`src/rtl/decode_stage_if.sv`:
```
// rtl/decode_stage_if.sv - fetch-side and execute-side handshake bundle for decode_stage
// DECODE_ILLEGAL_TRAP_EN adds the o_illegal signal.
interface decode_stage_if #(
    parameter int WIDTH      = 32,
    parameter int ILEN       = 32,
    parameter int REG_ADDR_W = 5
);
    logic                  i_valid;
    logic                  o_ready;
    logic [ILEN-1:0]       i_instruction;
    logic [WIDTH-1:0]      i_pc;
    logic                  i_flush;
    logic                  o_valid;
    logic                  i_ready;
    logic [6:0]            o_opcode;
    logic [REG_ADDR_W-1:0] o_rd;
    logic [2:0]            o_funct3;
    logic [REG_ADDR_W-1:0] o_rs1;
    logic [REG_ADDR_W-1:0] o_rs2;
    logic [6:0]            o_funct7;
    logic [2:0]            o_fmt;
    logic [WIDTH-1:0]      o_imm;
    logic [WIDTH-1:0]      o_pc;
`ifdef DECODE_ILLEGAL_TRAP_EN
    logic                  o_illegal;
`endif

    modport slave (
        input  i_valid, i_instruction, i_pc, i_flush, i_ready,
        output o_ready, o_valid, o_opcode, o_rd, o_funct3, o_rs1, o_rs2,
               o_funct7, o_fmt, o_imm, o_pc
`ifdef DECODE_ILLEGAL_TRAP_EN
        , output o_illegal
`endif
    );

    modport master (
        output i_valid, i_instruction, i_pc, i_flush, i_ready,
        input  o_ready, o_valid, o_opcode, o_rd, o_funct3, o_rs1, o_rs2,
               o_funct7, o_fmt, o_imm, o_pc
`ifdef DECODE_ILLEGAL_TRAP_EN
        , input o_illegal
`endif
    );
endinterface

```
`src/rtl/decode_stage.sv`:
```
// rtl/decode_stage.sv - registered RV32I decode stage with 2-entry skid buffer
// Optional DECODE_ILLEGAL_TRAP_EN registers an illegal-instruction flag with each entry.
module decode_stage #(
    parameter int WIDTH      = 32,
    parameter int ILEN       = 32,
    parameter int REG_ADDR_W = 5
) (
    input  logic          i_clk,
    input  logic          i_rst_n,
    decode_stage_if.slave bus
);
    if (ILEN != 32) begin : g_bad_ilen
        $error("decode_stage: ILEN must be 32");
    end

    localparam logic [2:0] FMT_R = 3'd0, FMT_I = 3'd1, FMT_S = 3'd2, FMT_B = 3'd3,
                           FMT_U = 3'd4, FMT_J = 3'd5, FMT_X = 3'd7;

    typedef struct packed {
        logic [6:0]            opcode;
        logic [REG_ADDR_W-1:0] rd;
        logic [2:0]            funct3;
        logic [REG_ADDR_W-1:0] rs1;
        logic [REG_ADDR_W-1:0] rs2;
        logic [6:0]            funct7;
        logic [2:0]            fmt;
        logic [WIDTH-1:0]      imm;
        logic [WIDTH-1:0]      pc;
`ifdef DECODE_ILLEGAL_TRAP_EN
        logic                  illegal;
`endif
    } entry_t;

    entry_t main_q, main_d, skid_q, skid_d, dec;
    logic   main_valid_q, main_valid_d, skid_valid_q, skid_valid_d;
    logic   in_fire, out_fire;
    logic [31:0] instr, imm32;

    assign instr = bus.i_instruction[31:0];

    // Decode is done once on the way in; skid holds already-decoded entries.
    always_comb begin
        dec        = '0;
        imm32      = '0;
        dec.opcode = instr[6:0];
        dec.rd     = REG_ADDR_W'(instr[11:7]);
        dec.funct3 = instr[14:12];
        dec.rs1    = REG_ADDR_W'(instr[19:15]);
        dec.rs2    = REG_ADDR_W'(instr[24:20]);
        dec.funct7 = instr[31:25];
        dec.pc     = bus.i_pc;
        case (instr[6:0])
            7'b0110011:                                     dec.fmt = FMT_R;
            7'b0010011, 7'b0000011, 7'b1100111,
            7'b1110011, 7'b0001111:                         dec.fmt = FMT_I;
            7'b0100011:                                     dec.fmt = FMT_S;
            7'b1100011:                                     dec.fmt = FMT_B;
            7'b0110111, 7'b0010111:                         dec.fmt = FMT_U;
            7'b1101111:                                     dec.fmt = FMT_J;
            default:                                        dec.fmt = FMT_X;
        endcase
        case (dec.fmt)
            FMT_I:   imm32 = {{20{instr[31]}}, instr[31:20]};
            FMT_S:   imm32 = {{20{instr[31]}}, instr[31:25], instr[11:7]};
            FMT_B:   imm32 = {{19{instr[31]}}, instr[31], instr[7], instr[30:25], instr[11:8], 1'b0};
            FMT_U:   imm32 = {instr[31:12], 12'b0};
            FMT_J:   imm32 = {{11{instr[31]}}, instr[31], instr[19:12], instr[20], instr[30:21], 1'b0};
            default: imm32 = '0;
        endcase
        dec.imm        = {WIDTH{imm32[31]}};
        dec.imm[31:0]  = imm32;
`ifdef DECODE_ILLEGAL_TRAP_EN
        dec.illegal = (dec.fmt == FMT_X) || (instr[1:0] != 2'b11)
            || ((dec.fmt == FMT_R) && (instr[31:25] != 7'b0000000) && (instr[31:25] != 7'b0100000))
            || ((instr[6:0] == 7'b0010011) && (instr[14:12] == 3'b001) && (instr[31:25] != 7'b0000000))
            || ((instr[6:0] == 7'b0010011) && (instr[14:12] == 3'b101)
                && (instr[31:25] != 7'b0000000) && (instr[31:25] != 7'b0100000));
`endif
    end

    assign in_fire  = bus.i_valid && !skid_valid_q;
    assign out_fire = main_valid_q && bus.i_ready;

    // Skid is only ever filled while main is full, so main-empty implies skid-empty.
    always_comb begin
        main_d       = main_q;
        skid_d       = skid_q;
        main_valid_d = main_valid_q;
        skid_valid_d = skid_valid_q;
        if (bus.i_flush) begin
            main_valid_d = 1'b0;
            skid_valid_d = 1'b0;
        end else if (!main_valid_q || out_fire) begin
            if (skid_valid_q) begin
                main_d       = skid_q;
                main_valid_d = 1'b1;
                skid_valid_d = 1'b0;
            end else if (in_fire) begin
                main_d       = dec;
                main_valid_d = 1'b1;
            end else begin
                main_valid_d = 1'b0;
            end
        end else if (in_fire) begin
            skid_d       = dec;
            skid_valid_d = 1'b1;
        end
    end

    always_ff @(posedge i_clk or negedge i_rst_n) begin
        if (!i_rst_n) begin
            main_q       <= '0;
            skid_q       <= '0;
            main_valid_q <= 1'b0;
            skid_valid_q <= 1'b0;
        end else begin
            main_q       <= main_d;
            skid_q       <= skid_d;
            main_valid_q <= main_valid_d;
            skid_valid_q <= skid_valid_d;
        end
    end

    assign bus.o_ready  = !skid_valid_q;
    assign bus.o_valid  = main_valid_q;
    assign bus.o_opcode = main_q.opcode;
    assign bus.o_rd     = main_q.rd;
    assign bus.o_funct3 = main_q.funct3;
    assign bus.o_rs1    = main_q.rs1;
    assign bus.o_rs2    = main_q.rs2;
    assign bus.o_funct7 = main_q.funct7;
    assign bus.o_fmt    = main_q.fmt;
    assign bus.o_imm    = main_q.imm;
    assign bus.o_pc     = main_q.pc;
`ifdef DECODE_ILLEGAL_TRAP_EN
    assign bus.o_illegal = main_q.illegal;
`endif
endmodule

```
`src/flat_wrapper.sv`:
```
// flat-port wrapper written by rule: the top's interface ports become plain ports
module decode_stage_flat 
#(
    parameter int WIDTH      = 32,
    parameter int ILEN       = 32,
    parameter int REG_ADDR_W = 5
)
  (i_clk, i_rst_n, bus_i_valid, bus_i_instruction, bus_i_pc, bus_i_flush, bus_i_ready, bus_o_ready, bus_o_valid, bus_o_opcode, bus_o_rd, bus_o_funct3, bus_o_rs1, bus_o_rs2, bus_o_funct7, bus_o_fmt, bus_o_imm, bus_o_pc);
  decode_stage_if #(.WIDTH(WIDTH), .ILEN(ILEN), .REG_ADDR_W(REG_ADDR_W)) bus_i ();
  input  logic i_clk;
  input  logic i_rst_n;
  input wire logic [$bits(bus_i.i_valid)-1:0] bus_i_valid;
  input wire logic [$bits(bus_i.i_instruction)-1:0] bus_i_instruction;
  input wire logic [$bits(bus_i.i_pc)-1:0] bus_i_pc;
  input wire logic [$bits(bus_i.i_flush)-1:0] bus_i_flush;
  input wire logic [$bits(bus_i.i_ready)-1:0] bus_i_ready;
  output wire logic [$bits(bus_i.o_ready)-1:0] bus_o_ready;
  output wire logic [$bits(bus_i.o_valid)-1:0] bus_o_valid;
  output wire logic [$bits(bus_i.o_opcode)-1:0] bus_o_opcode;
  output wire logic [$bits(bus_i.o_rd)-1:0] bus_o_rd;
  output wire logic [$bits(bus_i.o_funct3)-1:0] bus_o_funct3;
  output wire logic [$bits(bus_i.o_rs1)-1:0] bus_o_rs1;
  output wire logic [$bits(bus_i.o_rs2)-1:0] bus_o_rs2;
  output wire logic [$bits(bus_i.o_funct7)-1:0] bus_o_funct7;
  output wire logic [$bits(bus_i.o_fmt)-1:0] bus_o_fmt;
  output wire logic [$bits(bus_i.o_imm)-1:0] bus_o_imm;
  output wire logic [$bits(bus_i.o_pc)-1:0] bus_o_pc;
  assign bus_i.i_valid = bus_i_valid;
  assign bus_i.i_instruction = bus_i_instruction;
  assign bus_i.i_pc = bus_i_pc;
  assign bus_i.i_flush = bus_i_flush;
  assign bus_i.i_ready = bus_i_ready;
  assign bus_o_ready = bus_i.o_ready;
  assign bus_o_valid = bus_i.o_valid;
  assign bus_o_opcode = bus_i.o_opcode;
  assign bus_o_rd = bus_i.o_rd;
  assign bus_o_funct3 = bus_i.o_funct3;
  assign bus_o_rs1 = bus_i.o_rs1;
  assign bus_o_rs2 = bus_i.o_rs2;
  assign bus_o_funct7 = bus_i.o_funct7;
  assign bus_o_fmt = bus_i.o_fmt;
  assign bus_o_imm = bus_i.o_imm;
  assign bus_o_pc = bus_i.o_pc;
  decode_stage #(.WIDTH(WIDTH), .ILEN(ILEN), .REG_ADDR_W(REG_ADDR_W)) u_core (.i_clk(i_clk), .i_rst_n(i_rst_n), .bus(bus_i));
endmodule
```
`config.mk`:
```
export PLATFORM = sky130hd
export DESIGN_NAME = decode_stage_flat
export DESIGN_NICKNAME = d
export VERILOG_FILES = /design/src/rtl/decode_stage_if.sv /design/src/rtl/decode_stage.sv /design/src/flat_wrapper.sv
export SDC_FILE = /design/constraint.sdc
export NUM_CORES = 1
export LEC_CHECK = 0
export CORE_ASPECT_RATIO = 1.1
export CORE_MARGIN = 5
export CORE_UTILIZATION = 52
export DETAILED_ROUTE_END_ITERATION = 8
export HOLD_SLACK_MARGIN = 0.06
export PLACE_DENSITY = 0.8
export SLEW_MARGIN = 10
export SYNTH_ARGS = -nofsm -noshare
export SYNTH_HDL_FRONTEND = slang
export SYNTH_SLANG_ARGS = --single-unit
```
`constraint.sdc`:
```
create_clock -name i_clk -period 2.1 [get_ports i_clk]
set_input_delay 0.525 -clock i_clk [delete_from_list [all_inputs] [get_ports i_clk]]
set_output_delay 0.525 -clock i_clk [all_outputs]
set_load 0.01 [all_outputs]
```
==> flow_summary.rst, run 1 <==
.. list-table::
   :header-rows: 1

   * - Metric
     - Value
   * - Outcome
     - complete, no violations
   * - Sequential Area
     - 5009 um^2
   * - Detailed Place HPWL
     - ~17 mm
   * - Final ANT Viol Nets
     - 0
   * - Setup WS pre-CTS
     - -0.4054 ns
   * - Vert. Die Dim
     - 146.1 um
   * - Cell chain of the critical path
     - clkdlybuf4s50_1, buf_4, a2111oi_1, a21oi_1, buf_4, a21oi_2, nor2_2, a22oi_1
   * - Total count of hold-check failures in the final report
     - 0
   * - Instance count of the mapped netlist
     - ~900
   * - Port-buffer cells
     - roughly 170
   * - Cell area after synthesis
     - 8751 um^2
   * - DRC violations left
     - 0
   * - Initial cell density of the core
     - 53.26%
   * - Share of power burned in registers
     - between 40% and 50%
   * - Synthesis-stage register bit count
     - 200
   * - Row cnt
     - 49
   * - Largest voltage drop on the vdd net
     - roughly 0.61 mV
   * - Gate power share
     - 19.6%
   * - Final setup viols
     - 0
   * - Crit path arrival time
     - about 2.4 ns
   * - Synthesized netlist net count
     - 987
   * - Most used flip-flop cell after synthesis
     - dfrtp_1
   * - CTS tree
     - done
   * - Avg Vias per Cell
     - roughly 5.4
   * - Max stage delay cell, worst path
     - clkdlybuf4s50_1
   * - Data required, critical path
     - 2.44 ns
   * - Ys Warns
     - 0
   * - Vias in the first global route
     - 7512
   * - Buffers plus inverters on the worst setup path
     - 3
   * - GRT Overall Usage
     - 24.94%
   * - Utilization after layout
     - 71.68%
   * - Critical path type
     - in2reg
   * - Share of the synthesized area in the top cell type
     - 57.19%
   * - Sequential area share after synthesis
     - 57.19%
   * - Unrepaired setup endpoints after global routing
     - false
   * - Top cell by count, worst path
     - buf_4
   * - Initial antenna violation count
     - 1
   * - Clock Latency Late Sink
     - 0.43 ns
   * - Layout Nets
     - 1191
   * - Delay of the slowest cell on the worst path
     - 0.40 ns
   * - Crit Reg-Reg Startpoint
     - u_core.skid_valid_q$_DFFE_PN0P_
   * - Register-to-Register Path Depth
     - 5
   * - Router iterations before antenna repair
     - 5
   * - Diode count
     - 0
   * - Average size of a mapped cell
     - around 9.5 um^2
   * - Clock transition at the register clock pins on the worst setup and hold paths after CTS
     - 0.07 ns
   * - Distinct cells, synth
     - 53
   * - Portion of the clock cycle consumed by the worst path in the final layout
     - about 97%
   * - Overall power of the completed layout
     - approximately 0.010 W
   * - Sink count of the clock tree
     - 200
   * - R2r setup slk
     - around 0.14 ns
   * - Final min period
     - 2.028 ns
   * - Share of cells above drive strength 1
     - a little under an eighth
   * - Final WL
     - 23.85 mm
   * - Final worst slack
     - 0.07223 ns
   * - Pin count of the biggest net entering global routing
     - 53
   * - Normalized max-slew margin
     - ~67%
   * - Multi-input combinational cell area
     - approximately 3500 um^2
   * - Most used standard cells in the synthesized netlist
     - nand2_1 (306), dfrtp_1 (200), mux2i_1 (64), o21ai_0 (56), o21ai_1 (55)
   * - Net switching fraction of the power
     - 28.15%
   * - Post-detailed-route wirelength per cell
     - 17.81 um
   * - Worst clock skew
     - 0.009267 ns
   * - Post-synth top area cell
     - dfrtp_1
   * - Hold-critical path depth
     - 2
   * - Hold path endpoint
     - u_core.skid_q[78]$_DFFE_PN0P_
   * - Buffer levels on the longest clock path
     - 2
   * - Maximum fanout along the worst path
     - 13
   * - Overall die width
     - 133.7 um
   * - Reg-to-reg critical path endpoint
     - u_core.bus.o_funct7[0]$_DFFE_PN0P_
   * - Largest delay contributor family on the critical path
     - compound AO/OA/AOI/OAI gates
   * - Leakage Power
     - 5.316 nW
   * - Depth of the CTS H-tree
     - 4
   * - Weighted congestion at the end of routability-driven global placement
     - 0.8562
   * - First DRT Iteration DRCs
     - 513
   * - Switching power total
     - 0.002892 W
   * - Async S/R FF share, synth
     - 100.0%
   * - Total clock buffers created by CTS
     - 17
   * - Measured slew at the worst slew-check pin
     - 0.4891 ns
   * - Max-slew violations
     - 0
   * - Most used standard cell by instance count after synthesis
     - nand2_1
   * - Internal Pwr Total
     - 0.007383 W
   * - Class of the tightest hold or removal check
     - reg2reg
   * - DIE AREA
     - 19530 um^2
   * - Kind of start point of the critical path
     - primary input
   * - Floorplan core area
     - roughly 16000 um^2
   * - Logic depth of the worst path, buffers included
     - 8
   * - Share of power burned in the clock network
     - 32.6%
   * - Fillers
     - around 1200
   * - Top-level port count
     - 170
   * - Top area cells in the synthesized netlist
     - dfrtp_1 (57%), nand2_1 (13%), mux2i_1 (7.3%)
   * - First-pass GRT wire length
     - 39.19 mm
   * - Overflow left after global routing
     - 0
   * - MaxCap Viol Count
     - 0
   * - Relative area change from synthesis to final layout
     - 34.59%
   * - PwrDens
     - 872.5 nW/um^2
   * - Routed via count
     - between 7000 and 8000
   * - Count of flip-flops with a built-in enable after synthesis
     - 0
   * - Clock root buffer
     - clkbuf_16
   * - CP endpoint kind
     - flip-flop
   * - Hold path start
     - u_core.skid_q[78]$_DFFE_PN0P_
   * - Achievable clock frequency
     - between 400 and 500 MHz
## area by class of cell
class	count	share of cell area, %
repair buffers	247	20.52
clock inverters	14	1.402
multi-input cells	650	29.46
well taps	204	2.167
clock buffers	18	3.729
inverters	6	0.1912
flip-flops and latches	200	42.53
## worst max path at each step
| stage | startpoint | endpoint | slack (ns) |
|---|---|---|---|
| final | bus_i_instruction[2] | u_core.bus.o_imm[20]$_DFFE_PN0P_ | 0.07 |
| after global routing | bus_i_instruction[5] | u_core.bus.o_imm[25]$_DFFE_PN0P_ | 0.003 |
| after CTS | bus_i_instruction[3] | u_core.bus.o_imm[20]$_DFFE_PN0P_ | 0.03 |
| after detailed placement | bus_i_instruction[3] | u_core.bus.o_imm[25]$_DFFE_PN0P_ | -0.41 |
| after global placement | bus_i_instruction[3] | u_core.bus.o_imm[29]$_DFFE_PN0P_ | -0.35 |
| after floorplan | bus_i_instruction[2] | u_core.bus.o_imm[31]$_DFFE_PN0P_ | 0.35 |
## per-layer routing
layer,vias up,wire length (um),share of wire [%],global-route usage (%)
li1,3514,-,-,-
met1,3476,10720,45,34.85
met2,244,11210,47,39.58
met3,27,1573,6.6,6.022
met4,2,339,1.4,6.481
met5,-,13,0.055,0
## stage by stage
stage | instance area [um^2] | hold slack [ns] | std cells | setup TNS [ns]
final | 11780 | 0.4765 | 1339 | 0
after global routing | 11780 | 0.4958 | 1339 | 0
after CTS | 11750 | 0.4791 | 1339 | 0
after detailed placement | 11130 | 0.4624 | 1305 | -25.21
after global placement | 11130 | 0.4566 | 1305 | -21.09
after floorplan | 8751 | 0.2294 | 918 | 0
## power groups by stage
stage                     logic (W)  registers [W]  clock network (W)
after floorplan            0.000770        0.00502                  0
after global placement      0.00196        0.00493                  0
after detailed placement    0.00202        0.00497                  0
after CTS                   0.00204        0.00490            0.00338
after global routing        0.00223        0.00499            0.00356
final                       0.00202        0.00491            0.00335
## repair_timing
action                                  in CTS  in global routing
endpoints found under the hold margin       40                  0
hold buffers                                 1                  0
cloned                                       0                  0
gates resized for setup                      1                  6
buffers inserted                             1                  0
endpoints found under the setup margin       1                 55
## tightest hold or removal path, cell delays in order, from the launching register on
cell and delay, ns:
dfrtp_1 0.34, nand2_1 0.05, nand2_1 0.05
## logic make-up (layout without fill, tap and decap cells)
kind of cell,Yosys count,count (layout),share of synthesized area [%]
and+or+nand+nor,385,385,18.13
DFF,200,200,57.19
AOI/OAI and AO/OA,199,199,13.65
buffers and inverters,68,285,3.474
muxes,65,65,7.449
xor gates and xnor gates,1,1,0.1001
## state kept, by name (all words and copies together), names as in the netlist
| signal | count |
|---|---|
| u_core.bus.o_fmt | 3 |
| u_core.bus.o_funct3 | 3 |
| u_core.bus.o_funct7 | 7 |
| u_core.bus.o_imm | 32 |
| u_core.bus.o_opcode | 7 |
| u_core.bus.o_pc | 32 |
| u_core.bus.o_rd | 5 |
| u_core.bus.o_rs1 | 5 |
| u_core.bus.o_rs2 | 5 |
| u_core.bus.o_valid | 1 |
| u_core.skid_q | 99 |
| u_core.skid_valid_q | 1 |
## layout by cell type, fill, tap and decap left out, drive strengths merged, types with 2 or more instances in the layout
cell	netlist	layout
and2	3	3
clkinvlp	0	4
o21ai	111	111
clkinv	0	4
dfrtp	200	200
a221oi	7	7
a22oi	19	19
a31oi	3	3
bufinv	0	2
nor4	2	2
nor3	7	7
or3	3	3
clkbuf	25	19
a41oi	2	2
and3b	2	2
nor2b	4	4
a211oi	2	2
mux2i	64	64
and3	8	8
nand2	306	306
buf	37	77
inv	6	10
a22o	6	6
nand3	3	3
nor3b	2	2
o31ai	2	2
clkdlybuf4s50	0	166
a221o	6	6
nor2	40	40
a21oi	32	32
nor4bb	2	2
(Power assumes the default switching activity.)
==> inputs of run 2 (changes only) <==
- CORE_MARGIN: 5 -> 4
==> run 2 against run 1 <==
Cell count is 0.60% lower. Combinational power hardly changed. Die area down 2.8%. Worst setup slack got worse by 0.026 ns. Clock skew shrank 0.0018 ns. Maximum frequency decreased by 1.3%. Power shrank 2.2%. Flip-flop and latch count unchanged. Count of clock-buffer cells in the layout increased by 3. Critical path depth down 1. Sequential share of layout area rose by 0.18 points. Sequential power is essentially flat.
==> flow_summary.rst, run 2 (synthesis gave the netlist of run 1 again) <==
.. list-table::
   :header-rows: 1

   * - Metric
     - Value
   * - Layout Nets
     - 1185 (was 1191)
   * - Clock root buffer
     - clkbuf_16 (unchanged)
   * - Commonest cells after routing, fill and taps aside
     - nand2_1 (305), dfrtp_1 (199), clkdlybuf4s50_1 (168), mux2i_1 (64), buf_4 (58) (was nand2_1 (305), dfrtp_1 (199), clkdlybuf4s50_1 (166), buf_4 (65), mux2i_1 (64))
   * - Overall die width
     - 131.7 um (was 133.7 um)
   * - Unrepaired setup endpoints after global routing
     - true (was false)
   * - Total count of hold-check failures in the final report
     - 0 (unchanged)
   * - Kind of start point of the critical path
     - primary input (unchanged)
   * - Filler-free cell count of the finished design
     - 1331 (was 1339)
   * - DIE AREA
     - 18970 um^2 (was 19530 um^2)
   * - Worst hold slack
     - 0.04650 ns (was 0.4765 ns)
   * - Largest delay contributor family on the critical path
     - compound AO/OA/AOI/OAI gates (unchanged)
   * - Portion of the clock cycle consumed by the worst path in the final layout
     - 97.81% (was 96.56%)
   * - Overflow left after global routing
     - 0 (unchanged)
   * - CP endpoint kind
     - flip-flop (unchanged)
   * - Detailed Place HPWL
     - 16.21 mm (was 16.98 mm)
   * - First-pass GRT wire length
     - 37.78 mm (was 39.19 mm)
   * - Leading cell type in the layout, fill and taps excluded
     - nand2_1 (unchanged)
   * - Uppermost layer routed
     - met4 (was met5)
   * - Final setup viols
     - 0 (unchanged)
   * - Floorplan core area
     - 16430 um^2 (unchanged)
   * - Critical path type
     - in2reg (unchanged)
   * - Sum of met3 wire segment lengths after detailed routing
     - 1.447 mm (was 1.573 mm)
   * - Share of cells above drive strength 1
     - 10.65% (was 11.45%)
   * - Initial cell density of the core
     - 53.26% (unchanged)
   * - Vias in the first global route
     - 7359 (was 7512)
   * - Measured slew at the worst slew-check pin
     - 0.5520 ns (was 0.4891 ns)
   * - Count of hold-fix buffers inserted at cts
     - 0 (was 1)
   * - Number of flip-flops under the largest register name
     - 99 (unchanged)
   * - DRC violations left
     - 0 (unchanged)
   * - MaxCap Viol Count
     - 0 (unchanged)
   * - Pin count of the biggest net entering global routing
     - 74 (was 53)
   * - Maximum fanout along the worst path
     - 8 (was 13)
   * - Clock Latency Late Sink
     - 0.42 ns (was 0.43 ns)
   * - PwrDens
     - 857.1 nW/um^2 (was 872.5 nW/um^2)
   * - Clock transition at the register clock pins on the worst setup and hold paths after CTS
     - 0.07 ns (about the same)
   * - Outcome
     - complete, no violations (unchanged)
   * - First DRT Iteration DRCs
     - 518 (was 513)
   * - Total clock buffers created by CTS
     - 17 (unchanged)
   * - Routed length on met1
     - 10.14 mm (was 10.72 mm)
   * - Setup WS pre-CTS
     - -0.3764 ns (was -0.4054 ns)
   * - Vert. Die Dim
     - 144.1 um (was 146.1 um)
   * - Routed wl met2
     - 11.07 mm (was 11.21 mm)
   * - Area after DPL
     - 11140 um^2 (was 11130 um^2)
   * - Avg Vias per Cell
     - 5.549 (was 5.424)
   * - Post-detailed-route wirelength per cell
     - 17.40 um (was 17.81 um)
   * - GRT Overall Usage
     - 24.80% (was 24.94%)
   * - Normalized max-slew margin
     - 63.20% (was 67.39%)
   * - Max-slew violations
     - 0 (unchanged)
   * - Overall power of the completed layout
     - 0.01005 W (was 0.01028 W)
   * - Most flops, register
     - u_core.skid_q (unchanged)
   * - Sink count of the clock tree
     - 200 (unchanged)
   * - Worst clock skew
     - 0.007463 ns (was 0.009267 ns)
   * - Crit path arrival time
     - 2.33 ns (was 2.37 ns)
   * - Cell chain of the critical path
     - clkdlybuf4s50_1, buf_4, a211oi_2, a21oi_1, o21ai_1, a31oi_2, a22oi_1 (was clkdlybuf4s50_1, buf_4, a2111oi_1, a21oi_1, buf_4, a21oi_2, nor2_2, a22oi_1)
   * - Initial antenna violation count
     - 0 (was 1)
   * - Max stage delay cell, worst path
     - clkdlybuf4s50_1 (unchanged)
   * - Diode count
     - 0 (unchanged)
   * - Top-level port count
     - 170 (unchanged)
   * - Row cnt
     - 49 (unchanged)
   * - CTS tree
     - done (unchanged)
   * - Buffers plus inverters on the worst setup path
     - 2 (was 3)
   * - Delay of the slowest cell on the worst path
     - 0.61 ns (was 0.40 ns)
   * - Final WL
     - 23.16 mm (was 23.85 mm)
   * - Final ANT Viol Nets
     - 0 (unchanged)
   * - Achievable clock frequency
     - 486.8 MHz (was 493.2 MHz)
   * - Final worst slack
     - 0.04596 ns (was 0.07223 ns)
   * - Class of the tightest hold or removal check
     - in2async (was reg2reg)
   * - Depth of the CTS H-tree
     - 4 (unchanged)
   * - Largest voltage drop on the vdd net
     - 0.5790 mV (was 0.6092 mV)
   * - Placed Cells
     - 1299 (was 1305)
   * - Weighted congestion at the end of routability-driven global placement
     - 0.8776 (was 0.8562)
   * - Relative area change from synthesis to final layout
     - 34.03% (was 34.59%)
   * - Buffer levels on the longest clock path
     - 2 (unchanged)
   * - Router iterations before antenna repair
     - 7 (was 5)
   * - Data required, critical path
     - 2.38 ns (was 2.44 ns)
   * - Final min period
     - 2.054 ns (was 2.028 ns)
   * - Final instance area
     - 11730 um^2 (was 11780 um^2)
   * - Leakage Power
     - 5.274 nW (was 5.316 nW)
   * - Routed via count
     - 7386 (was 7263)
   * - Port-buffer cells
     - 169 (unchanged)
==> run 2: changes by cell type in the layout (fill, tap and decap cells not counted), moves of 3 or more <==
cell      delta
buf_4        -7
buf_12       +4
clkbuf_1     +3
clkinv_2     +4
clkinv_4     -4
==> run 2: final cells by class <==
| cell class | count | area (um^2) |
|---|---|---|
| well taps | 204 | 255.2 |
| fillers | 1205 | 4702 |
| clock buffers | 21 | 450.4 |
| multi-input cells | 650 | 3478 |
| clock inverters | 9 | 102.6 |
| flip-flops and latches | 200 | 5009 |
| repair buffers | 241 | 2411 |
| inverters | 6 | 22.52 |
==> run 2: repair_timing <==
action                                 4_1_cts  5_1_grt
cloned                                       0        0
endpoints found under the hold margin        0        0
resized for setup                            0        4
setup buffers                                2        0
setup endpoints to repair                    1       29
==> run 2: routing by layer <==
| metal | vias up | GRT usage [%] |
|---|---|---|
| met3 | 40 | 5.080 |
| met5 | - | 0 |
| met1 | 3554 | 33.40 |
| met2 | 293 | 40.46 |
| li1 | 3499 | - |
| met4 | 0 | 9.232 |
==> run 2: final timing paths <==
path                                                       from                               end  slack, ns  depth (start not counted)
min in group i_clk                u_core.skid_q[16]$_DFFE_PN0P_     u_core.skid_q[16]$_DFFE_PN0P_       0.47                          2
worst max-delay path                       bus_i_instruction[4]  u_core.bus.o_imm[16]$_DFFE_PN0P_       0.05                          7
worst max register to register  u_core.skid_valid_q$_DFFE_PN0P_  u_core.bus.o_imm[16]$_DFFE_PN0P_       0.17                          5
max in group asynchronous                               i_rst_n   u_core.skid_valid_q$_DFFE_PN0P_       1.44                          2
worst min-delay path                                    i_rst_n   u_core.bus.o_pc[10]$_DFFE_PN0P_       0.05                          1
worst min register to register    u_core.skid_q[16]$_DFFE_PN0P_     u_core.skid_q[16]$_DFFE_PN0P_       0.47                          2
==> run 2: metrics by stage <==
step	setup TNS (ns)	util [%]
final	0	71.38
after global routing	-0.2399	71.38
after CTS	0	71.25
after detailed placement	-27.49	67.79
after global placement	-20.98	67.79
after floorplan	0	-
==> run 2: power by group <==
part / internal, W / switching [W] / total [W]
Sequential: 0.00453 / 0.000373 / 0.00490
Clock: 0.00176 / 0.00137 / 0.00314
Combinational: 0.00104 / 0.000973 / 0.00201
Total: 0.00733 / 0.00272 / 0.0101
==> inputs of run 3 (changes only) <==
--- a/config.mk
+++ b/config.mk
@@ -8,3 +8,3 @@
 export CORE_ASPECT_RATIO = 1.1
-export CORE_MARGIN = 4
+export CORE_MARGIN = 3
 export CORE_UTILIZATION = 52
==> constraint.sdc (replaced) <==
create_clock -name i_clk -period 2.1 [get_ports i_clk]
set_input_delay 0.42 -clock i_clk [delete_from_list [all_inputs] [get_ports i_clk]]
set_output_delay 0.42 -clock i_clk [all_outputs]
set_load 0.01 [all_outputs]
==> run 3 against run 2 <==
Clock skew decreased by 0.00054 ns. Utilization increased by 0.27 points. Cell count increased by 0.38%. Flip-flop and latch count unchanged. Combinational power about the same. Final area increased by 0.38%. First-iteration DRC count decreased by 11%. Critical path depth increased by 1. Worst hold slack improved by 0.43 ns. Worst setup slack improved by 0.029 ns. Largest cell class unchanged. Critical path type unchanged.
==> flow_summary.rst, run 3 (synthesis gave the netlist of run 1 again) <==
.. list-table::
   :header-rows: 1

   * - Metric
     - Value
   * - Hold path start
     - u_core.skid_q[84]$_DFFE_PN0P_
   * - Hold-critical path depth
     - 2
   * - Data required, critical path
     - 2.39 ns (was 2.38 ns)
   * - Routing usage on met3
     - 4.805% (was 5.080%)
   * - Pin count of the biggest net entering global routing
     - 55 (was 74)
   * - Clock root buffer
     - clkbuf_16 (unchanged)
   * - Largest voltage drop on the vdd net
     - 0.5694 mV (was 0.5790 mV)
   * - Filler-free cell count of the finished design
     - 1336 (was 1331)
   * - Final setup viols
     - 0 (unchanged)
   * - Post-detailed-route wirelength per cell
     - 17.64 um (was 17.40 um)
   * - Utilization after layout
     - 71.66% (was 71.38%)
   * - Number of flip-flops under the largest register name
     - 99 (unchanged)
   * - Final min period
     - 2.025 ns (was 2.054 ns)
   * - MaxCap Viol Count
     - 0 (unchanged)
   * - Crit Reg-Reg Startpoint
     - u_core.skid_valid_q$_DFFE_PN0P_ (unchanged)
   * - Portion of the clock cycle consumed by the worst path in the final layout
     - 96.44% (was 97.81%)
   * - Leakage Power
     - 5.287 nW (was 5.274 nW)
   * - Avg Vias per Cell
     - 5.587 (was 5.549)
   * - Reg-to-reg critical path endpoint
     - u_core.skid_q[42]$_DFFE_PN0P_ (was u_core.bus.o_imm[16]$_DFFE_PN0P_)
   * - Commonest cells after routing, fill and taps aside
     - nand2_1 (305), dfrtp_1 (199), clkdlybuf4s50_1 (167), mux2i_1 (64), buf_4 (62) (was nand2_1 (305), dfrtp_1 (199), clkdlybuf4s50_1 (168), mux2i_1 (64), buf_4 (58))
   * - Diode count
     - 0 (unchanged)
   * - Floorplan core area
     - 16430 um^2 (unchanged)
   * - Top-level port count
     - 170 (unchanged)
   * - Most flops, register
     - u_core.skid_q (unchanged)
   * - Port-buffer cells
     - 169 (unchanged)
   * - Measured slew at the worst slew-check pin
     - 0.8064 ns (was 0.5520 ns)
   * - First-pass GRT wire length
     - 38.14 mm (was 37.78 mm)
   * - Detailed Place HPWL
     - 16.57 mm (was 16.21 mm)
   * - Relative area change from synthesis to final layout
     - 34.54% (was 34.03%)
   * - Vias in the first global route
     - 7343 (was 7359)
   * - Layer with the highest usage after global routing
     - met2 (unchanged)
   * - GRT Overall Usage
     - 26.11% (was 24.80%)
   * - PwrDens
     - 868.2 nW/um^2 (was 857.1 nW/um^2)
   * - Initial antenna violation count
     - 0 (unchanged)
   * - Fillers
     - 1212 (was 1205)
   * - Maximum fanout along the worst path
     - 8 (unchanged)
   * - Depth of the CTS H-tree
     - 4 (unchanged)
   * - Share of cells above drive strength 1
     - 11.13% (was 10.65%)
   * - Routing usage on met1
     - 37.95% (was 33.40%)
   * - Row cnt
     - 49 (unchanged)
   * - Normalized max-slew margin
     - 46.24% (was 63.20%)
   * - CP endpoint kind
     - flip-flop (unchanged)
   * - Layout Nets
     - 1188 (was 1185)
   * - Register-to-Register Path Depth
     - 6 (was 5)
   * - Cell chain of the critical path
     - clkdlybuf4s50_1, buf_4, and3b_1, buf_4, nand2_1, o21ai_1, a31oi_2, a21oi_1 (was clkdlybuf4s50_1, buf_4, a211oi_2, a21oi_1, o21ai_1, a31oi_2, a22oi_1)
   * - CTS tree
     - done (unchanged)
   * - Leading cell type in the layout, fill and taps excluded
     - nand2_1 (unchanged)
   * - Overall die width
     - 129.7 um (was 131.7 um)
   * - Weighted congestion at the end of routability-driven global placement
     - 0.8408 (was 0.8776)
   * - Router iterations before antenna repair
     - 5 (was 7)
   * - DRC violations left
     - 0 (unchanged)
   * - Routed via count
     - 7464 (was 7386)
   * - Vert. Die Dim
     - 142.1 um (was 144.1 um)
   * - Kind of start point of the critical path
     - primary input (unchanged)
   * - # Post-CTS Setup Buffers
     - 0 (was 2)
   * - Placed Cells
     - 1303 (was 1299)
   * - R2r setup slk
     - 0.36 ns (was 0.17 ns)
   * - Total clock buffers created by CTS
     - 17 (unchanged)
   * - Unrepaired setup endpoints after global routing
     - true (unchanged)
   * - Delay of the slowest cell on the worst path
     - 0.54 ns (was 0.61 ns)
   * - Achievable clock frequency
     - 493.8 MHz (was 486.8 MHz)
   * - Met2 capacity usage during global routing
     - 39.80% (was 40.46%)
   * - Critical path type
     - in2reg (unchanged)
   * - Hold path endpoint
     - u_core.skid_q[84]$_DFFE_PN0P_
   * - Worst clock skew
     - 0.006927 ns (was 0.007463 ns)
   * - Max stage delay cell, worst path
     - clkdlybuf4s50_1 (unchanged)
   * - Overflow left after global routing
     - 0 (unchanged)
   * - Top cell by count, worst path
     - buf_4
   * - Final ANT Viol Nets
     - 0 (unchanged)
   * - Max-slew violations
     - 0 (unchanged)
   * - Class of the tightest hold or removal check
     - reg2reg (was in2async)
   * - Buffer levels on the longest clock path
     - 2 (unchanged)
   * - Outcome
     - complete, no violations (unchanged)
   * - Worst hold slack
     - 0.4744 ns (was 0.04650 ns)
   * - First DRT Iteration DRCs
     - 459 (was 518)
   * - Clock transition at the register clock pins on the worst setup and hold paths after CTS
     - 0.07 ns (about the same)
   * - DIE AREA
     - 18420 um^2 (was 18970 um^2)
   * - Final WL
     - 23.57 mm (was 23.16 mm)
   * - Initial cell density of the core
     - 53.26% (unchanged)
   * - Total count of hold-check failures in the final report
     - 0 (unchanged)
   * - Setup Total Neg Slack
     - 0 ns (unchanged)
   * - Sink count of the clock tree
     - 200 (unchanged)
   * - Crit path arrival time
     - 2.32 ns (was 2.33 ns)
   * - Clock Latency Late Sink
     - 0.43 ns (was 0.42 ns)
[run 3: cell count changes in the layout (fill, tap and decap cells not counted), sizes merged]
cell,before,now
dlygate4sd3,0,1
dlymetal6s2s,0,1
clkinv,4,3
clkdlybuf4s50,168,167
buf,72,74
inv,6,9
clkinvlp,3,4
clkbuf,22,21
[run 3: worst max-delay path: cells and delay by family]
kind | cells | cell delay, ns
simple gates | 2 | 0.25
compound gates | 3 | 0.75
buf+inv | 3 | 0.90
[run 3: per-layer routing]
| layer | routed length [um] | part of all wire [%] | vias to the layer above |
|---|---|---|---|
| li1 | - | - | 3511 |
| met2 | 11090 | 47 | 269 |
| met5 | 0 | 0 | - |
| met1 | 10390 | 44 | 3644 |
| met4 | 560 | 2.4 | 0 |
| met3 | 1532 | 6.5 | 40 |
[run 3: how the worst max path moves through the flow]
stage | startpoint | slack, ns | endpoint
6_report | bus_i_instruction[2] | 0.07 | u_core.skid_q[48]$_DFFE_PN0P_
5_1_grt | bus_i_instruction[4] | -0.03 | u_core.skid_q[49]$_DFFE_PN0P_
4_1_cts | u_core.skid_valid_q$_DFFE_PN0P_ | 0.03 | bus_o_ready
3_5_place_dp | bus_i_instruction[2] | -0.39 | u_core.bus.o_imm[21]$_DFFE_PN0P_
3_3_place_gp | bus_i_instruction[6] | -0.37 | u_core.bus.o_imm[28]$_DFFE_PN0P_
2_1_floorplan | u_core.bus.o_valid$_DFFE_PN0N_ | 0.43 | u_core.bus.o_imm[10]$_DFFE_PN0P_
[run 3: report_power, final]
| group | total (W) | internal (W) | leakage [nW] | switching, W |
|---|---|---|---|---|
| Clock | 0.00329 | 0.00181 | 0.275 | 0.00149 |
| Sequential | 0.00491 | 0.00453 | 2.51 | 0.000382 |
| Combinational | 0.00202 | 0.00104 | 2.50 | 0.000972 |
[run 3: per-stage QoR]
stage               setup slack (ns)  total power, W  area, um^2
global placement             -0.3672        0.006895       11140
detailed placement           -0.3865        0.006997       11140
floorplan                     0.4264        0.005789        8751
global route                -0.02653         0.01074       11770
CTS                          0.03174         0.01028       11750
finish                       0.07472         0.01022       11770
[run 3: timing repair]
item,in CTS,in global routing
resized for setup,1,6
endpoints found under the setup margin,1,35
hold endpoints to repair,45,0
hold buffers,1,0
cloned,0,0
[run 3: cell type report]
cell class / instances / area (um^2) / share of cell area (%)
sequential: 200 / 5009 / 42.54
multi-input combinational: 650 / 3483 / 29.59
timing repair buffer: 244 / 2414 / 20.50
clock buffer: 20 / 446.7 / 3.794
tap: 204 / 255.2 / 2.168
clock inverter: 12 / 141.4 / 1.201
inverter: 6 / 25.02 / 0.2125
